### src/rtl/pulse_bit_deframer.sv
// pulse_bit_deframer: gated pulse-bit receiver, SFD hunt, length framing.
// Define DEFRAME_CRC8_EN to add a trailing CRC-8 byte check per frame.
module pulse_bit_deframer #(
  parameter logic [7:0] SFD     = 8'hD5,
  parameter int         MAX_LEN = 64
) (
  input  logic       clk_fast,
  input  logic       rst_n,
  input  logic       enable,
  input  logic       sync_locked,
  input  logic       sync_clk,
  input  logic       adc_pulse,
  output logic [7:0] byte_data,
  output logic       byte_valid,
  output logic [7:0] frame_len,
  output logic       frame_active,
  output logic       frame_done,
  output logic       frame_err,
  output logic       crc_ok
);

  localparam logic [7:0] MAXL = 8'(MAX_LEN);

`ifdef DEFRAME_CRC8_EN
  typedef enum logic [2:0] {
    S_IDLE, S_HUNT, S_LEN, S_DATA, S_CRC
  } state_e;
`else
  typedef enum logic [2:0] {
    S_IDLE, S_HUNT, S_LEN, S_DATA
  } state_e;
`endif

  state_e     state_q, state_d;
  logic       sync_q;
  logic       pulse_q, pulse_d;
  logic [7:0] sh_q, sh_d;
  logic [2:0] bcnt_q, bcnt_d;
  logic [7:0] ycnt_q, ycnt_d;
  logic [7:0] data_q, data_d;
  logic       valid_q, valid_d;
  logic [7:0] len_q, len_d;
  logic       done_q, done_d;
  logic       err_q, err_d;
  logic       crcok_q, crcok_d;
`ifdef DEFRAME_CRC8_EN
  logic [7:0] crc_q, crc_d;
`else
  logic       pend_q, pend_d;
`endif

  logic       run;
  logic       fall;
  logic       bit_ev;
  logic       act;
  logic       last_bit;
  logic       last_byte;
  logic [7:0] sh_sft;

`ifdef DEFRAME_CRC8_EN
  function automatic logic [7:0] crc8_upd(
    input logic [7:0] c,
    input logic [7:0] d
  );
    logic [7:0] r;
    r = c ^ d;
    for (int i = 0; i < 8; i++) begin
      r = r[7] ? ({r[6:0], 1'b0} ^ 8'h07)
               : {r[6:0], 1'b0};
    end
    return r;
  endfunction
`endif

  assign run       = enable & sync_locked;
  assign fall      = sync_q & ~sync_clk;
  assign bit_ev    = run & fall;
  assign sh_sft    = {sh_q[6:0], pulse_q};
  assign last_bit  = (bcnt_q == 3'd7);
  assign last_byte = (8'(ycnt_q + 8'd1) == len_q);
`ifdef DEFRAME_CRC8_EN
  assign act = (state_q == S_LEN) || (state_q == S_DATA) ||
               (state_q == S_CRC);
`else
  assign act = (state_q == S_LEN) || (state_q == S_DATA);
`endif

  // Next-state, bit shifting and registered strobe generation
  always_comb begin
    state_d = state_q;
    sh_d    = sh_q;
    bcnt_d  = bcnt_q;
    ycnt_d  = ycnt_q;
    data_d  = data_q;
    valid_d = 1'b0;
    len_d   = len_q;
    done_d  = 1'b0;
    err_d   = 1'b0;
    crcok_d = crcok_q;
`ifdef DEFRAME_CRC8_EN
    crc_d   = crc_q;
`else
    pend_d  = 1'b0;
    if (pend_q) begin
      done_d  = 1'b1;
      crcok_d = 1'b1;
    end
`endif
    pulse_d = pulse_q;
    if (fall) begin
      pulse_d = 1'b0;
    end else if (adc_pulse && sync_clk) begin
      pulse_d = 1'b1;
    end

    if (!run) begin
      state_d = S_IDLE;
      if (act) begin
        err_d   = 1'b1;
        crcok_d = 1'b0;
      end
    end else begin
      unique case (state_q)
        S_IDLE: begin
          state_d = S_HUNT;
          sh_d    = 8'd0;
        end
        S_HUNT: begin
          if (bit_ev) begin
            sh_d = sh_sft;
            if (sh_sft == SFD) begin
              state_d = S_LEN;
              bcnt_d  = 3'd0;
            end
          end
        end
        S_LEN: begin
          if (bit_ev) begin
            sh_d   = sh_sft;
            bcnt_d = bcnt_q + 3'd1;
            if (last_bit) begin
              len_d = sh_sft;
              if (sh_sft == 8'd0 || sh_sft > MAXL) begin
                err_d   = 1'b1;
                crcok_d = 1'b0;
                state_d = S_HUNT;
                sh_d    = 8'd0;
              end else begin
                state_d = S_DATA;
                ycnt_d  = 8'd0;
`ifdef DEFRAME_CRC8_EN
                crc_d   = 8'd0;
`endif
              end
            end
          end
        end
        S_DATA: begin
          if (bit_ev) begin
            sh_d   = sh_sft;
            bcnt_d = bcnt_q + 3'd1;
            if (last_bit) begin
              data_d  = sh_sft;
              valid_d = 1'b1;
              ycnt_d  = ycnt_q + 8'd1;
`ifdef DEFRAME_CRC8_EN
              crc_d   = crc8_upd(crc_q, sh_sft);
              if (last_byte) begin
                state_d = S_CRC;
              end
`else
              if (last_byte) begin
                pend_d  = 1'b1;
                state_d = S_HUNT;
                sh_d    = 8'd0;
              end
`endif
            end
          end
        end
`ifdef DEFRAME_CRC8_EN
        S_CRC: begin
          if (bit_ev) begin
            sh_d   = sh_sft;
            bcnt_d = bcnt_q + 3'd1;
            if (last_bit) begin
              if (sh_sft == crc_q) begin
                done_d  = 1'b1;
                crcok_d = 1'b1;
              end else begin
                err_d   = 1'b1;
                crcok_d = 1'b0;
              end
              state_d = S_HUNT;
              sh_d    = 8'd0;
            end
          end
        end
`endif
        default: state_d = S_IDLE;
      endcase
    end
  end

  // State and output registers
  always_ff @(posedge clk_fast or negedge rst_n) begin
    if (!rst_n) begin
      state_q <= S_IDLE;
      sync_q  <= 1'b0;
      pulse_q <= 1'b0;
      sh_q    <= 8'd0;
      bcnt_q  <= 3'd0;
      ycnt_q  <= 8'd0;
      data_q  <= 8'd0;
      valid_q <= 1'b0;
      len_q   <= 8'd0;
      done_q  <= 1'b0;
      err_q   <= 1'b0;
      crcok_q <= 1'b0;
`ifdef DEFRAME_CRC8_EN
      crc_q   <= 8'd0;
`else
      pend_q  <= 1'b0;
`endif
    end else begin
      state_q <= state_d;
      sync_q  <= sync_clk;
      pulse_q <= pulse_d;
      sh_q    <= sh_d;
      bcnt_q  <= bcnt_d;
      ycnt_q  <= ycnt_d;
      data_q  <= data_d;
      valid_q <= valid_d;
      len_q   <= len_d;
      done_q  <= done_d;
      err_q   <= err_d;
      crcok_q <= crcok_d;
`ifdef DEFRAME_CRC8_EN
      crc_q   <= crc_d;
`else
      pend_q  <= pend_d;
`endif
    end
  end

  assign byte_data    = data_q;
  assign byte_valid   = valid_q;
  assign frame_len    = len_q;
  assign frame_active = act;
  assign frame_done   = done_q;
  assign frame_err    = err_q;
  assign crc_ok       = crcok_q;

endmodule

### config.mk
export PLATFORM = sky130hd
export DESIGN_NAME = pulse_bit_deframer
export DESIGN_NICKNAME = d
export VERILOG_FILES = /design/src/rtl/pulse_bit_deframer.sv
export SDC_FILE = /design/constraint.sdc
export NUM_CORES = 1
export LEC_CHECK = 0
export BUFFER_PORTS_ARGS = -buffer_cell sky130_fd_sc_hd__buf_2
export CAP_MARGIN = 15
export CORE_MARGIN = 3
export CORE_UTILIZATION = 51
export CTS_CLUSTER_DIAMETER = 80
export CTS_CLUSTER_SIZE = 8
export DETAILED_ROUTE_END_ITERATION = 7
export HOLD_SLACK_MARGIN = 0.02
export PLACE_DENSITY = 0.86
export SLEW_MARGIN = 20
export SYNTH_ARGS = -nofsm -noshare
export SYNTH_HDL_FRONTEND = slang
export SYNTH_SLANG_ARGS = --single-unit
### constraint.sdc
create_clock -name clk_fast -period 2.1 [get_ports clk_fast]
set_clock_uncertainty 0.2 [all_clocks]
set_input_delay 0.315 -clock clk_fast [delete_from_list [all_inputs] [get_ports clk_fast]]
set_output_delay 0.315 -clock clk_fast [all_outputs]
set_load 0.005 [all_outputs]
==> run summary <==
Rel. slew slack = 52.1%
DR top layer = met4
synth unique cells = 46
Synth Flop Type = dfrtp_1
post-synth top area share = 51.7%
Mapped Area = 2080 sq um
MaxCap Viol Count = 0
# fillers = 255
core footprint = 3800 sq um
Clk pwr share = 42.1%
Met1 Wirelength = 2140 microns
final worst slack = -0.229 ns
wire length on met3 = 361 microns
Clk pin slew, worst setup/hold paths = 0.08 ns
Final Hold Viols = 0
count leader, synth = dfrtp_1
die width = 69.9 microns
vias in the first global route = 1905
largest net degree at the start of global routing = 34
register area = 1080 sq um
CTS tree = done
Vias/cell = 5.93
fin crit period = 2.33 ns
Rows = 22
final setup vio count = 13
Setup CP Type = reg -> reg
Post-Layout Inst Area = 2760 sq um
DIE AREA = 4880 sq um
failing checks = negative setup slack
area grow syn2layout = 32.7%
drt total wl = 5500 microns
Arrival @ worst endpoint = 2.32 ns
synth top area cells = dfrtp_1 52%, mux2_2 8.7%, o21ai_0 3.4%
Fin Hold WS = 0.0669 ns
Num Clock Sinks = 43
first-pass GRT wire length = 9180 microns
IO Count = 27
sw frac = 22.4%
PortBufs = 26
Nets = 259
ys async rst share = 100%
Die Span Y = 69.9 microns
status = complete, but fails checks
register area share after synthesis = 51.7%
GPL Wtd Cong = 0.882
Worst Max-Slew Pin Slew = 0.719 ns
top cell type by total area after synthesis = dfrtp_1
CP required = 2.09 ns
Leakage = 1.39 nW
Int Power = 1.40 mW
Switch Pwr = 0.403 mW
peak supply drop = 0.653 mV
Logic pwr share = 9.5%
initial antenna violation count = 0
via count = 1773
GRT Overall Usage = 24.2%
Synth Register Bits = 43
highest fanout seen on the critical path = 7
unrepaired setup endpoints after global routing = true
Initial Utilization = 54.7%
top post-synthesis cells by count = 43 x dfrtp_1, 16 x mux2_2, 14 x o21ai_0, 10 x nand2_1
post-route ant nets = 0
clk root buf = clkbuf_8
first-pass detailed-route iteration total = 5
ant diodes = 0
global route total overflow = 0
placed cell areas = 2490 sq um
top achievable clock speed = 429 MHz
initial DRC count = 169
fin util = 72.6%
Routed WL per cell = 18.4 microns
Max clock buf depth = 2
Synth Warn # = 0
average size of a mapped cell = 11.2 sq um
Final TNS setup = -2.00 ns
Multi-input gate area = 1010 sq um
DP HPWL = 3900 microns
# DRC = 0
Mapped Cells = 186
Flop pwr share = 48.5%
P per Cell Area = 653 nW/um^2
EDFF count, synth = 0
clk_lat worst skew = 0.30 ns
H-tree depth = 2
synthesized net count = 195
post-layout power = 1.80 mW
Slew Viols, Final = 0
Worst setup EP type = flip-flop
Hold/Removal Path Class = in -> reg
met2 WL = 2840 microns
fraction of layout cells with a size suffix above 1 = 45.0%
startpoint type of the worst setup path = flip-flop
CTS buffer count = 5
Tcrit/Tclk final = 111%
==> final timing paths <==
| kind | from | endpoint | slack, ns | cells after the start |
|---|---|---|---|---|
| max | ycnt_q[2] | sh_q[2] | -0.23 | 6 |
| min reg2reg | pend_q | frame_done | 0.22 | 0 |
| min | adc_pulse | pulse_q | 0.07 | 3 |
| max reg2reg | ycnt_q[2] | sh_q[2] | -0.23 | 6 |
| max in group asynchronous | rst_n | ycnt_q[4] | 0.70 | 3 |
| min in group asynchronous | rst_n | byte_data[6] | 0.40 | 2 |
==> through the flow <==
step                worst slack (ns)  std cells
finish                        -0.229        299
global route                  -0.261        299
CTS                           -0.179        297
detailed placement            -0.234        284
global placement              -0.116        284
floorplan                    -0.0610        186
==> timing repair <==
action                     in CTS  in global routing
setup endpoints to repair      14                 30
hold endpoints to repair       32                  0
pin swaps                       6                  6
buffers inserted                3                  3
gates cloned                    0                  0
resized for setup              16                 10
hold buffers                    2                  0
==> final cells by class <==
cell class,instances,share of cell area (%)
tap,48,2.18
multi-input combinational,128,36.8
clock inverter,3,2.45
timing repair buffer,65,16.1
inverter,7,0.952
clock buffer,5,2.49
sequential,43,39.0
==> cells in the final DEF (no fill, tap or decap), drive strengths merged, types with 4 or more instances in the layout <==
master / n
nor2b: 6
or3: 4
nand3: 7
and3: 4
a22o: 7
mux2: 16
o21ai: 16
nor2: 7
nor3: 5
a21oi: 5
clkbuf: 5
xnor2: 5
buf: 63
nand2: 10
inv: 7
dfrtp: 43
==> power groups by stage <==
stage / Sequential, mW / Combinational [mW] / Clock [mW]
floorplan: 0.882 / 0.0861 / 0
global placement: 0.887 / 0.142 / 0
detailed placement: 0.889 / 0.151 / 0
CTS: 0.872 / 0.169 / 0.773
global route: 0.877 / 0.193 / 0.811
finish: 0.874 / 0.170 / 0.758
==> state kept, by name, indices dropped and copies added (netlist names) <==
name / cells
bcnt_q: 3
byte_data: 8
byte_valid: 1
crc_ok: 1
frame_done: 1
frame_err: 1
frame_len: 8
pend_q: 1
pulse_q: 1
sh_q: 7
state_q: 2
sync_q: 1
ycnt_q: 8
==> layer usage <==
metal / up-vias / GRT usage [%]
li1: 807 / -
met1: 868 / 28.5
met2: 78 / 41.6
met3: 20 / 6.04
met4: 0 / 10.6
met5: - / 0
==> critical path: stages (launching register included) <==
cell and delay (ns):
dfrtp_1 0.43, and4_4 0.27, a21boi_2 0.06, or4b_4 0.50, a311oi_4 0.42, a21oi_4 0.13, a22o_1 0.21
==> kinds of logic (layout without fill, tap and decap cells) <==
logic type,after synthesis,in the layout,synth area share (%)
and+or+nand+nor,58,58,16.2
buffers and inverters,15,80,3.13
xor gates and xnor gates,8,8,3.37
adders and majority gates,3,3,1.81
AOI/OAI and AO/OA,43,43,15.1
DFF,43,43,51.7
muxes,16,16,8.66
(Power assumes the default switching activity.)
